### config.mk
export PLATFORM = sky130hd
export DESIGN_NAME = addsub_seq_nbit
export DESIGN_NICKNAME = d
export VERILOG_FILES = /design/src/rtl/addsub_seq_nbit.sv
export SDC_FILE = /design/constraint.sdc
export NUM_CORES = 1
export LEC_CHECK = 0
export BUFFER_PORTS_ARGS = -buffer_cell sky130_fd_sc_hd__buf_2
export CORE_ASPECT_RATIO = 1.1
export CORE_MARGIN = 4
export CORE_UTILIZATION = 45
export CTS_CLUSTER_SIZE = 25
export DETAILED_ROUTE_END_ITERATION = 6
export PLACE_DENSITY_LB_ADDON = 0.1
export SLEW_MARGIN = 40
export SYNTH_ARGS = -nofsm -noshare
export SYNTH_HDL_FRONTEND = slang
export SYNTH_SLANG_ARGS = --single-unit
export TNS_END_PERCENT = 10
### constraint.sdc
create_clock -name clk -period 5.53 [get_ports clk]
set_clock_uncertainty 0.1 [all_clocks]
set_input_delay 1.106 -clock clk [delete_from_list [all_inputs] [get_ports clk]]
set_output_delay 1.106 -clock clk [all_outputs]
set_load 0.005 [all_outputs]
### src/rtl/addsub_seq_nbit.sv
// addsub_seq_nbit: N-bit add/subtract over a reused K-bit slice, one chunk per clock.
// Optional signed saturation when ADDSUB_SAT_EN is defined. Rev 1.0
`default_nettype none

module addsub_seq_nbit #(
  parameter int N = 16,
  parameter int K = 4
) (
  input  logic         clk,
  input  logic         reset_n,
  input  logic         start,
  input  logic         add_n,
  input  logic [N-1:0] x,
  input  logic [N-1:0] y,
  output logic         busy,
  output logic         done,
  output logic [N-1:0] s,
  output logic         c_out,
  output logic         ovf
);

  localparam int M    = N / K;
  localparam int IDXW = (M > 1) ? $clog2(M) : 1;
  localparam logic [IDXW-1:0] LAST_IDX = IDXW'(M - 1);

  typedef enum logic [0:0] {
    ST_IDLE = 1'b0,
    ST_RUN  = 1'b1
  } state_t;

  state_t          state_q;
  logic [N-1:0]    x_q;
  logic [N-1:0]    y_q;
  logic [N-1:0]    acc_q;
  logic            sub_q;
  logic            carry_q;
  logic [IDXW-1:0] idx_q;
  logic            busy_q;
  logic            done_q;
  logic [N-1:0]    s_q;
  logic            c_out_q;
  logic            ovf_q;

  logic [K-1:0]    xa_d;
  logic [K-1:0]    yb_d;
  logic [K-1:0]    sum_d;
  logic            cout_d;
  logic            cmsb_d;
  logic            ovf_d;
  logic [N-1:0]    acc_d;
  logic [N-1:0]    res_d;

  always_comb begin
    xa_d            = x_q[idx_q*K +: K];
    yb_d            = y_q[idx_q*K +: K] ^ {K{sub_q}};
    {cout_d, sum_d} = {1'b0, xa_d} + {1'b0, yb_d} + {{K{1'b0}}, carry_q};
    // Carry into the top bit of the slice, recovered from that bit's sum
    cmsb_d          = sum_d[K-1] ^ xa_d[K-1] ^ yb_d[K-1];
    ovf_d           = cmsb_d ^ cout_d;
    acc_d           = acc_q;
    acc_d[idx_q*K +: K] = sum_d;
    res_d           = acc_d;
`ifdef ADDSUB_SAT_EN
    if (ovf_d) begin
      res_d = x_q[N-1] ? {1'b1, {(N-1){1'b0}}} : {1'b0, {(N-1){1'b1}}};
    end
`endif
  end

  always_ff @(posedge clk or negedge reset_n) begin
    if (!reset_n) begin
      state_q <= ST_IDLE;
      x_q     <= '0;
      y_q     <= '0;
      acc_q   <= '0;
      sub_q   <= 1'b0;
      carry_q <= 1'b0;
      idx_q   <= '0;
      busy_q  <= 1'b0;
      done_q  <= 1'b0;
      s_q     <= '0;
      c_out_q <= 1'b0;
      ovf_q   <= 1'b0;
    end else begin
      done_q <= 1'b0;
      case (state_q)
        ST_IDLE: begin
          if (start) begin
            x_q     <= x;
            y_q     <= y;
            sub_q   <= add_n;
            carry_q <= add_n;
            idx_q   <= '0;
            acc_q   <= '0;
            busy_q  <= 1'b1;
            state_q <= ST_RUN;
          end
        end
        ST_RUN: begin
          acc_q   <= acc_d;
          carry_q <= cout_d;
          idx_q   <= idx_q + 1'b1;
          // Visible result only changes here, never mid-operation
          if (idx_q == LAST_IDX) begin
            state_q <= ST_IDLE;
            busy_q  <= 1'b0;
            done_q  <= 1'b1;
            s_q     <= res_d;
            c_out_q <= cout_d;
            ovf_q   <= ovf_d;
          end
        end
        default: state_q <= ST_IDLE;
      endcase
    end
  end

  assign busy  = busy_q;
  assign done  = done_q;
  assign s     = s_q;
  assign c_out = c_out_q;
  assign ovf   = ovf_q;

endmodule

`default_nettype wire

==> out/results.tsv, run 1 <==
metric	value	unit
Worst Tran Pin Value	682.8	ps
Placer Congestion	0.7350	
area delta synth->final	15.12	%
initial antenna violation count	0	
clk root buf	clkbuf_8	
VDD IR max	0.3279	mV
total gr overflow	0	
Vias/cell	5.048	
core area	0.007473	sq mm
Final Cycle Share	0.6006	
fill count	669	
Setup TNS Final	0	ps
CP endpoint kind	register	
r2r worst-path depth	9	
post-CTS setup buffers	0	
Yosys warnings	0	
status	complete, no violations	
Critical Path RT	5700	ps
Pwr per Cell Area	729.2	mW/mm^2
remaining antenna violation count	0	
crit path max fanout	15	
Worst path depth	9	
worst path bufs/invs	1	
syn_nets	320	
hold path cells	2	
Setup CP Type	reg2reg	
antenna fix cells	0	
crit start category	register	
FMAX	0.3011	GHz
H-tree depth	3	
CTS max path bufs	2	
Yosys reg bits	73	
CTS tree	built	
R2R Setup Slk	2210	ps
DRC	0	
total CTS buffers	9	
first-pass GRT wire length	11960	um
clk slew on worst S/H paths	70	ps
maxcap violations	0	
Netlist cell types	36	
Hold Buf Count CTS	0	
vias in the first global route	2360	
CP cell instances	mux4_2 -> xnor2_1 -> fa_1 -> inv_1 -> a21o_1 -> a21oi_1 -> xnor2_1 -> xnor3_1 -> a21oi_1	
top post-synthesis cells by area	dfrtp_1, mux2_2, mux4_2	
Clock Sinks	73	
Initial Util	0.4639	
Port Buffers	55	
critical path's slowest cell	dfrtp_2	
die area	0.009175	sq mm
most frequent cells in the layout	dfrtp_1, buf_2, mux2_2	
DP Wirelength	4874	um
sequential share of the synthesized area	0.5269	
final hold viol count	0	
area leader, netlist	dfrtp_1	
Nets	374	
syn_area_per_cell	12.70	sq um
instance area at placement	0.003821	sq mm
Largest delay share family, worst path	XOR/XNOR gates	
dpl ws	1976	ps
CP Data Arrival Time	3490	ps
commonest non-fill, non-tap cell in the layout	dfrtp_1	
top cell type's share of synthesized area	0.5269	
crit-path max cell delay	620	ps
worst hold path type	reg2reg	
routed via count	2191	
drt wl/cell	16.00	um
share of cells above drive strength 1	0.3769	
Die H	100.1	um
Rows	33	
clock latency at the later pin of the worst-skew pair	350	ps
setup violators final	0	
die width	91.69	um
total track usage	0.1686	
RSZ-0062 raised after global routing	no	
Synth Cell Area	0.003467	sq mm
final WL	6942	um
IO Pins	56	
setup ws final	2209	ps
drt first pass iters	4	
drt initial violations	62	
Leak	1.868	nW
synthesized netlist cell count	273	
Final Critical Period	3321	ps
Design Area, Final	0.003991	sq mm
largest net degree at the start of global routing	43	
Worst slew margin	0.5416	
cts repair resizes	0	
Pins Over Slew Limit	0	
synthesized netlist by cell type (all sizes together):
cell    count
inv        11
a22oi       1
mux2i       9
nand3       2
o22ai       4
ha          9
xnor2       4
and3        2
nor2       20
a211oi      1
o21ai       1
xnor3       1
mux2       40
nand2       6
a22o        3
a21oi      24
mux4        8
nor4        1
xor2        4
nand2b     10
fa          2
dfrtp      73
a21o        3
clkbuf      8
or4         1
and2        1
o31ai       6
buf         8
nor2b       9
and4bb      1
per-stage QoR:
step,utilization,hold slack (ps),power (W),std cells
after floorplan,-,366.1,0.002137,273
after global placement,0.5110,376.4,0.002508,421
after detailed placement,0.5113,382.8,0.002560,421
after CTS,0.5339,399.0,0.002945,434
after global routing,0.5341,419.8,0.003155,434
final,0.5341,393.7,0.002911,434
power breakdown:
group	internal (W)	switching, W
logic	0.000788	0.000794
registers	0.000789	0.000165
clock network	0.000193	0.000182
cell type report:
cell class                 count  area [sq um]  area share
inverter                      11         41.29     0.01034
tap                          105         131.4     0.03292
timing repair buffer          59         307.8     0.07712
clock buffer                  13         168.9     0.04232
multi-input combinational    173          1514      0.3793
sequential                    73          1828      0.4580
state kept, by name, indices dropped and copies added, names as in the netlist:
register	cells
x_q	16
c_out	1
idx_q	2
ovf	1
acc_q	16
carry_q	1
busy	1
y_q	16
sub_q	1
done	1
state_q	1
s	16
per-layer routing:
metal / GRT usage / share of wire
met4: 0.07886 / 0.020
met2: 0.2777 / 0.49
met5: 0 / 0
met1: 0.2176 / 0.46
met3: 0.02999 / 0.034
path summary, 6_finish.rpt:
check                           startpoint  endpoint
worst max-delay path              idx_q[0]       ovf
worst max register to register    idx_q[0]       ovf
max in group asynchronous          reset_n  idx_q[0]
worst min register to register        busy      busy
min in group asynchronous          reset_n     s[13]
worst min-delay path                  busy      busy
cells by family (layout without fill, tap and decap cells):
group | Yosys count | after routing | synth area share
AO/OA/AOI/OAI | 43 | 43 | 0.07470
XOR/XNOR | 9 | 9 | 0.02887
adder cells (fa/ha/maj) | 11 | 11 | 0.04403
buffers and inverters | 27 | 83 | 0.03717
flip-flops | 73 | 73 | 0.5269
multiplexers | 57 | 57 | 0.2090
AND/OR/NAND/NOR | 53 | 53 | 0.07939
worst register-to-register path, delay by kind of cell (launching register included):
kind | cells | cell delay, ps
adders and majority gates | 1 | 370
xor gates and xnor gates | 3 | 1150
DFF | 1 | 620
muxes | 1 | 570
AOI/OAI and AO/OA | 3 | 340
buffers and inverters | 1 | 90
No activity file was read; power rests on OpenSTA's default activity.
==> run 2: changes to the inputs <==
==> constraint.sdc (replaced) <==
create_clock -name clk -period 3.45 [get_ports clk]
set_clock_uncertainty 0.1 [all_clocks]
set_input_delay 0.69 -clock clk [delete_from_list [all_inputs] [get_ports clk]]
set_output_delay 0.69 -clock clk [all_outputs]
set_load 0.005 [all_outputs]
==> out/results.tsv, run 2 (same netlist as run 1, synthesis figures left out) <==
metric	value	unit	change
status	complete, no violations		
commonest non-fill, non-tap cell in the layout	dfrtp_1		
DP Wirelength	5105	um	+4.7%
setup violators final	0		unchanged
instance area at placement	0.003854	sq mm	+0.85%
Pwr per Cell Area	1186	mW/mm^2	+63%
worst r2r dst	ovf		
Rows	33		unchanged
DRC	0		unchanged
clk root buf	clkbuf_8		
total track usage	0.1641		-0.004440
Pins Over Slew Limit	0		unchanged
vias in the first global route	2364		+0.17%
post-CTS setup buffers	0		unchanged
initial antenna violation count	0		unchanged
FMAX	0.3229	GHz	+7.2%
total CTS buffers	9		unchanged
total gr overflow	0		unchanged
R2R Setup Slk	350	ps	-1860 ps
Setup CP Type	reg2reg		
first-pass GRT wire length	11690	um	-2.2%
Tot Pwr	0.004843	W	+66%
crit start category	register		
drt wl/cell	15.85	um	-0.92%
CTS tree	built		
clock latency at the later pin of the worst-skew pair	340	ps	about the same
largest net degree at the start of global routing	45		+4.7%
r2r worst-path depth	9		unchanged
Critical Path RT	3620	ps	-2080 ps
CP Data Arrival Time	3270	ps	-220 ps
Initial Util	0.4639		unchanged
fill count	664		-0.75%
RSZ-0062 raised after global routing	no		
Hold Buf Count CTS	0		unchanged
IO Pins	56		unchanged
die width	91.69	um	unchanged
Design Area, Final	0.004084	sq mm	+2.3%
die area	0.009175	sq mm	unchanged
worst hold path type	in2async		
Worst Setup SP	idx_q[0]		
CTS max path bufs	2		unchanged
core area	0.007473	sq mm	unchanged
share of cells above drive strength 1	0.3851		+0.008175
H-tree depth	3		unchanged
CP endpoint kind	register		
Placer Congestion	0.8315		+13%
Worst Tran Pin Value	712.7	ps	+29.94 ps
Worst slew margin	0.5249		-0.01669
VDD IR max	0.5735	mV	+75%
cts repair resizes	0		unchanged
routed via count	2223		+1.5%
end point of the critical path	ovf		
most frequent cells in the layout	dfrtp_1, buf_2, mux2_2		
worst r2r src	idx_q[0]		
Leak	1.909	nW	+2.2%
antenna fix cells	0		unchanged
maxcap violations	0		unchanged
clk slew on worst S/H paths	80	ps	about the same
Vias/cell	5.052		about the same
remaining antenna violation count	0		unchanged
Port Buffers	55		unchanged
Final Cycle Share	0.8977		+0.2972
final hold viol count	0		unchanged
crit path max fanout	6		-9
drt first pass iters	4		unchanged
Final Critical Period	3097	ps	-224.0 ps
Die H	100.1	um	unchanged
Clock Sinks	73		unchanged
Nets	377		+0.80%
area delta synth->final	17.79	%	
drt initial violations	75		+21%
final WL	6973	um	+0.45%
Setup TNS Final	0	ps	unchanged
## run 2: final cells by class
cell class	instances	area, sq um	area share
well taps	105	131.4	0.03217
repair buffers	62	340.3	0.08333
clock inverters	4	75.07	0.01838
inverters	11	41.29	0.01011
flip-flops and latches	73	1827	0.4473
multi-input cells	173	1514	0.3707
clock buffers	12	155.1	0.03799
## run 2: how the worst min path moves through the flow
stage,end,depth (start not counted)
CTS,done,1
detailed placement,busy,2
global route,done,1
floorplan,acc_q[0],0
finish,done,1
global placement,busy,2
## run 2: critical path, cell delays in order (launching register included)
cell and delay, ps:
dfrtp_1 510, mux4_2 550, xnor2_1 160, fa_1 370, inv_1 90, a21o_1 110, a21oi_1 70, xnor2_1 510
xnor3_1 420, a21oi_1 140
## run 2: layer usage
metal	wire [um]	vias to the layer above	global-route usage
met5	0	-	0
met4	119	0	0.06171
met3	240	10	0.03598
met2	3616	40	0.2850
met1	2997	1099	0.2013
li1	-	1074	-
## run 2: metrics by stage
step	utilization	worst slack [ps]	hold slack, ps	std cells
finish	0.5465	352.8	297.2	440
global placement	0.5157	400.3	377.2	424
global route	0.5465	77.14	352.8	440
floorplan	-	399.1	294.4	273
detailed placement	0.5157	318.0	386.5	424
CTS	0.5465	318.0	311.5	440
## run 2: power by group
group | internal, W | total, W | switching, W | leakage (nW)
combinational | 0.00128 | 0.00259 | 0.00131 | 0.894
sequential | 0.00126 | 0.00150 | 0.000237 | 0.907
clock | 0.000447 | 0.000757 | 0.000310 | 0.109
total | 0.00299 | 0.00484 | 0.00185 | 1.91
